File: src/rtl/shifter.sv
// Combinational 32-bit ARM operand-2 barrel shifter (LSL/LSR/ASR/ROR).
// It also has an optional registered copy of the result, the carry and a valid flag.
module shifter (
    input  logic        clk,
    input  logic        rst_n,
    input  logic [31:0] shift_in,
    input  logic [1:0]  shift_op,
    input  logic [4:0]  shift_amt,
    input  logic        carry_in,
    input  logic        in_valid,
    output logic [31:0] shift_out,
    output logic        carry_out,
    output logic [31:0] shift_out_q,
    output logic        carry_out_q,
    output logic        out_valid
);

    localparam logic [1:0] OP_LSL = 2'b00;
    localparam logic [1:0] OP_ASR = 2'b10;
    localparam logic [1:0] OP_ROR = 2'b11;

    logic             w_is_lsl;
    logic             w_rotate;
    logic             w_fill;
    logic [4:0]       w_amt_m1;
    logic [31:0]      w_core_in;
    logic [31:0]      w_core_out;
    logic [5:0][31:0] w_stage;

    logic [31:0]      r_shift_q;
    logic             r_carry_q;
    logic             r_valid;

    assign w_is_lsl = (shift_op == OP_LSL);
    assign w_rotate = (shift_op == OP_ROR);
    assign w_fill   = (shift_op == OP_ASR) ? shift_in[31] : 1'b0;
    assign w_amt_m1 = shift_amt - 5'd1;

    // LSL reuses the right-shift core: reversing the bits before and after the core
    // turns a left shift into a right shift with zero fill.
    always_comb begin
        w_core_in = shift_in;
        if (w_is_lsl) begin
            for (int i = 0; i < 32; i++) begin
                w_core_in[i] = shift_in[31 - i];
            end
        end
    end

    assign w_stage[0] = w_core_in;

    genvar k;
    generate
        for (k = 0; k < 5; k++) begin : g_stage
            localparam int S = 1 << k;
            assign w_stage[k + 1] = !shift_amt[k] ? w_stage[k] :
                                    w_rotate      ? {w_stage[k][S-1:0], w_stage[k][31:S]} :
                                                    {{S{w_fill}}, w_stage[k][31:S]};
        end
    endgenerate

    assign w_core_out = w_stage[5];

    always_comb begin
        shift_out = w_core_out;
        if (w_is_lsl) begin
            for (int i = 0; i < 32; i++) begin
                shift_out[i] = w_core_out[31 - i];
            end
        end
    end

    // The last bit to leave the core is core_in[n-1]. For LSL this is x[32-n], because the core input is reversed.
    assign carry_out = (shift_amt == 5'd0) ? carry_in : w_core_in[w_amt_m1];

    always_ff @(posedge clk or negedge rst_n) begin
        if (!rst_n) begin
            r_shift_q <= 32'd0;
            r_carry_q <= 1'b0;
            r_valid   <= 1'b0;
        end else begin
            r_valid <= in_valid;
            if (in_valid) begin
                r_shift_q <= shift_out;
                r_carry_q <= carry_out;
            end
        end
    end

    assign shift_out_q = r_shift_q;
    assign carry_out_q = r_carry_q;
    assign out_valid   = r_valid;

endmodule

File: config.mk
export PLATFORM = sky130hd
export DESIGN_NAME = shifter
export DESIGN_NICKNAME = d
export VERILOG_FILES = /design/src/rtl/shifter.sv
export SDC_FILE = /design/constraint.sdc
export NUM_CORES = 1
export LEC_CHECK = 0
export ABC_AREA = 1
export CORE_ASPECT_RATIO = 1.2
export CORE_MARGIN = 2
export CORE_UTILIZATION = 45
export CTS_CLUSTER_DIAMETER = 200
export DETAILED_ROUTE_END_ITERATION = 12
export PLACE_DENSITY_LB_ADDON = 0.12
export REMOVE_ABC_BUFFERS = 1
export SLEW_MARGIN = 20
export SYNTH_ARGS = -nofsm -noshare
export SYNTH_HDL_FRONTEND = slang
export SYNTH_SLANG_ARGS = --single-unit
File: constraint.sdc
create_clock -name clk -period 2.87 [get_ports clk]
set_input_delay 0.574 -clock clk [delete_from_list [all_inputs] [get_ports clk]]
set_output_delay 0.574 -clock clk [all_outputs]
set_load 0.005 [all_outputs]
==> impl_metrics.yaml <==
clock_network:
  numCtsBuffers: 5
  cts_hold_buf: 0
  cts_tree: "done"
  clkSinkCount: 34
  clockBufferDepth: 2
  clk-insertion-delay-late_ns: 0.28
  cts_root_buffer: "clkbuf_16"
  cts.clk_slew.worst_paths_ns: 0.05
  htreeDepth: 2
hold_path:
  hp-class: "reg -> reg"
critical_path:
  max_stage_delay_ns: 0.22
  slowest_stage: "nand3_1"
  path_class: "in -> out"
  crit_family: "simple AND/OR/NAND/NOR gates"
  path_buf_inv: 5
  arrival_ns: 2.77
  start_kind: "input pin"
  path_cells: "buf_8 > nor2_4 > buf_8 > buf_16 > nand2_2 > nand3_2 > nand3_2 > nand3_1 > nand3_2 > nand3_2 > nand2_2 > nand2_2 > buf_6 > nand2_2 > and2_1 > buf_2"
  worstPathRequired_ns: 2.30
  cp_max_fo: 8
  end_kind: "output port"
logic_synthesis:
  netlist_area_um2: 4609
  synth_top_family_by_area: "simple AND/OR/NAND/NOR gates"
  yosys.area.top_type: "nand3_1"
  yosysWarnings: 0
  synth_fa_ha_area_frac: 0.002714
  synth_area_leaders: "nand3_1 37%, nand2_1 28%, dfrtp_1 18%"
  synth.area.mux_share: 0
  synth_compound_area_frac: 0.01140
  ys_seq_area_frac: 0.1846
  synth.avg_cell_area_um2: 5.317
  synth_top_area_frac: 0.3702
  synth-xor-area-share: 0.003800
  netlist_instances: 867
  ys_types: 26
  yosys_register_bits: 34
  synthSimpleGateAreaFrac: 0.7003
drt:
  wl_mm: 31.23
  first_pass_iters: 13
  drtIter0Drc: 1673
  ant_nets: 0
  routed_via_density: 7.331
  routedWlPerCell_um: 26.33
  vias: 8695
  drc: 22
die:
  coreArea_um2: 10010
  io_pins: 110
  die_h_um: 114.9
  num_rows: 40
  die-width_um: 96.39
  start_util: 0.4605
  dieArea_um2: 11070
job:
  max-cap-violations: 0
run_status:
  failed_checks: "design-rule violations, negative setup slack"
  status: "finished with violations"
place:
  gp_congestion: 0.9711
  dp_cells: 1135
  io_buffer_count: 109
  dp_hpwl_mm: 14.21
timing:
  worst_pin_slew_ns: 0.9824
  max_freq_mhz: 298.7
  rsz0062_at_grt: "true"
  min_period_over_period: 1.167
  hold_viol: 0
  setup_slack_ns: -0.4779
  drv_slew: 0
  setup_tns_ns: -9.606
  fin_skew_ns: 0
  setup_viol: 33
  finalCriticalPeriod_ns: 3.348
  max_slew_margin: 0.3444
power:
  leakagePower_nw: 4.426
  p_sw_w: 0.001433
  p_clk_frac: 0.172
  internal_power_w: 0.001724
  powerDensity_nw_per_um2: 341.5
  combPwrFrac: 0.642
  report.power.total_w: 0.003156
  peakVddDrop_mv: 0.2064
  netSwitchingFraction: 0.4539
  pwr-share-seq: 0.186
final_layout:
  area_growth_pct: 100.5
  drive_gt1_frac: 0.5462
  fillerInstances: 352
  multiInputGateArea_um2: 5663
  antenna-diode-count: 0
  fin_cells: 1186
  num-nets-final: 1103
  seq_area_um2: 850.8
global_route:
  overflow: 0
  grt_max_degree: 35
  antenna_found_initial: 0
  grt_pass1_vias: 6833
  grt_first_pass_wirelength_mm: 33.11
  grt_use_total: 0.3780
-- tightest hold or removal path: stages (launching register included) --
cell and delay [ns]:
dfrtp_1 0.34, nand2_1 0.05, nand2_1 0.05
-- cell type report --
class	count	area share
Sequential cell	34	0.09205
Timing Repair Buffer	241	0.2431
Clock buffer	7	0.01543
Tap cell	126	0.01706
Multi-Input combinational cell	732	0.6127
Clock inverter	1	0.0005415
Inverter	45	0.01909
-- kinds of logic after synthesis --
logic type,count (synthesis)
compound gates,8
simple gates,721
buf+inv,101
xor+xnor,2
flops,34
fa+ha+maj,1
-- metrics by stage --
step,worst slack [ns],area (um2),hold WS [ns],utilization
2_1_floorplan,-0.7529,4330,0.2784,-
3_3_place_gp,-0.7868,6342,0.4608,0.6336
3_5_place_dp,-0.8796,6342,0.4645,0.6336
4_1_cts,-0.2158,7644,0.4792,0.7636
5_1_grt,-0.4658,9243,0.4946,0.9234
6_report,-0.4779,9243,0.4794,0.9234
-- path summary, 6_finish.rpt --
kind | endpoint | slack, ns | depth (start not counted) | startpoint
max | shift_out[20] | -0.48 | 16 | shift_op[1]
min | shift_out_q[31] | 0.48 | 2 | shift_out_q[31]
max reg2reg | shift_out_q[9] | 2.19 | 2 | shift_out_q[9]
min reg2reg | shift_out_q[31] | 0.48 | 2 | shift_out_q[31]
max in group asynchronous | shift_out_q[21] | 1.85 | 2 | rst_n
min in group asynchronous | shift_out_q[3] | 0.71 | 2 | rst_n
-- synthesized netlist by cell type --
cell and number:
clkbuf_1 16, xor2_1 1, nand2_1 342, ha_1 1, o21ai_1 1, clkinv_1 4
o211ai_1 1, buf_4 1, nand3_2 4, buf_12 1, xnor2_1 1, inv_2 2
dfrtp_1 34, and2_1 22, nand2_2 5, buf_1 9, nor2_2 1, buf_2 27
o21ai_2 1, nor2_1 6, o21ai_0 2, inv_1 39, a21boi_1 2, nand3_1 341
buf_6 2, a31oi_1 1
-- power groups by stage --
stage	logic, W	clock network (W)	registers, W
after detailed placement	0.00130	0	0.000593
after CTS	0.00147	0.000539	0.000586
after global routing	0.00209	0.000562	0.000594
final	0.00203	0.000542	0.000588
after floorplan	0.000599	0	0.000597
after global placement	0.00128	0	0.000590
-- sequential cells by signal, summed over array words and instances (netlist names) --
signal / cells
out_valid: 1
shift_out_q: 32
carry_out_q: 1
-- cells in the final DEF (no fill, tap or decap), drive strengths merged --
cell type      instances
nand3                345
bufbuf                 1
dfrtp                 34
clkbuf                33
buf                  138
inv                   41
ha                     1
o211ai                 1
nor2                   7
clkdlybuf4s50         63
and2                  22
nand2                347
a31oi                  1
dlygate4sd2            5
dlymetal6s2s           6
xor2                   1
clkdlybuf4s15          2
a21boi                 2
xnor2                  1
o21ai                  4
clkinv                 5
-- timing repair --
action                                  CTS  global route
endpoints found under the setup margin   33            33
gates cloned                              6             2
pin swaps                                47           137
hold endpoints to repair                  0             0
gates resized for setup                 263           407
buffers inserted                         20            15
-- per-layer routing --
layer,track usage,part of all wire,vias to the layer above
met1,0.4475,0.31,3828
met4,0.2216,0.13,0
li1,-,-,3282
met2,0.6454,0.42,1106
met3,0.04915,0.15,479
met5,0,0,-
No activity file was read; power rests on OpenSTA's default activity.
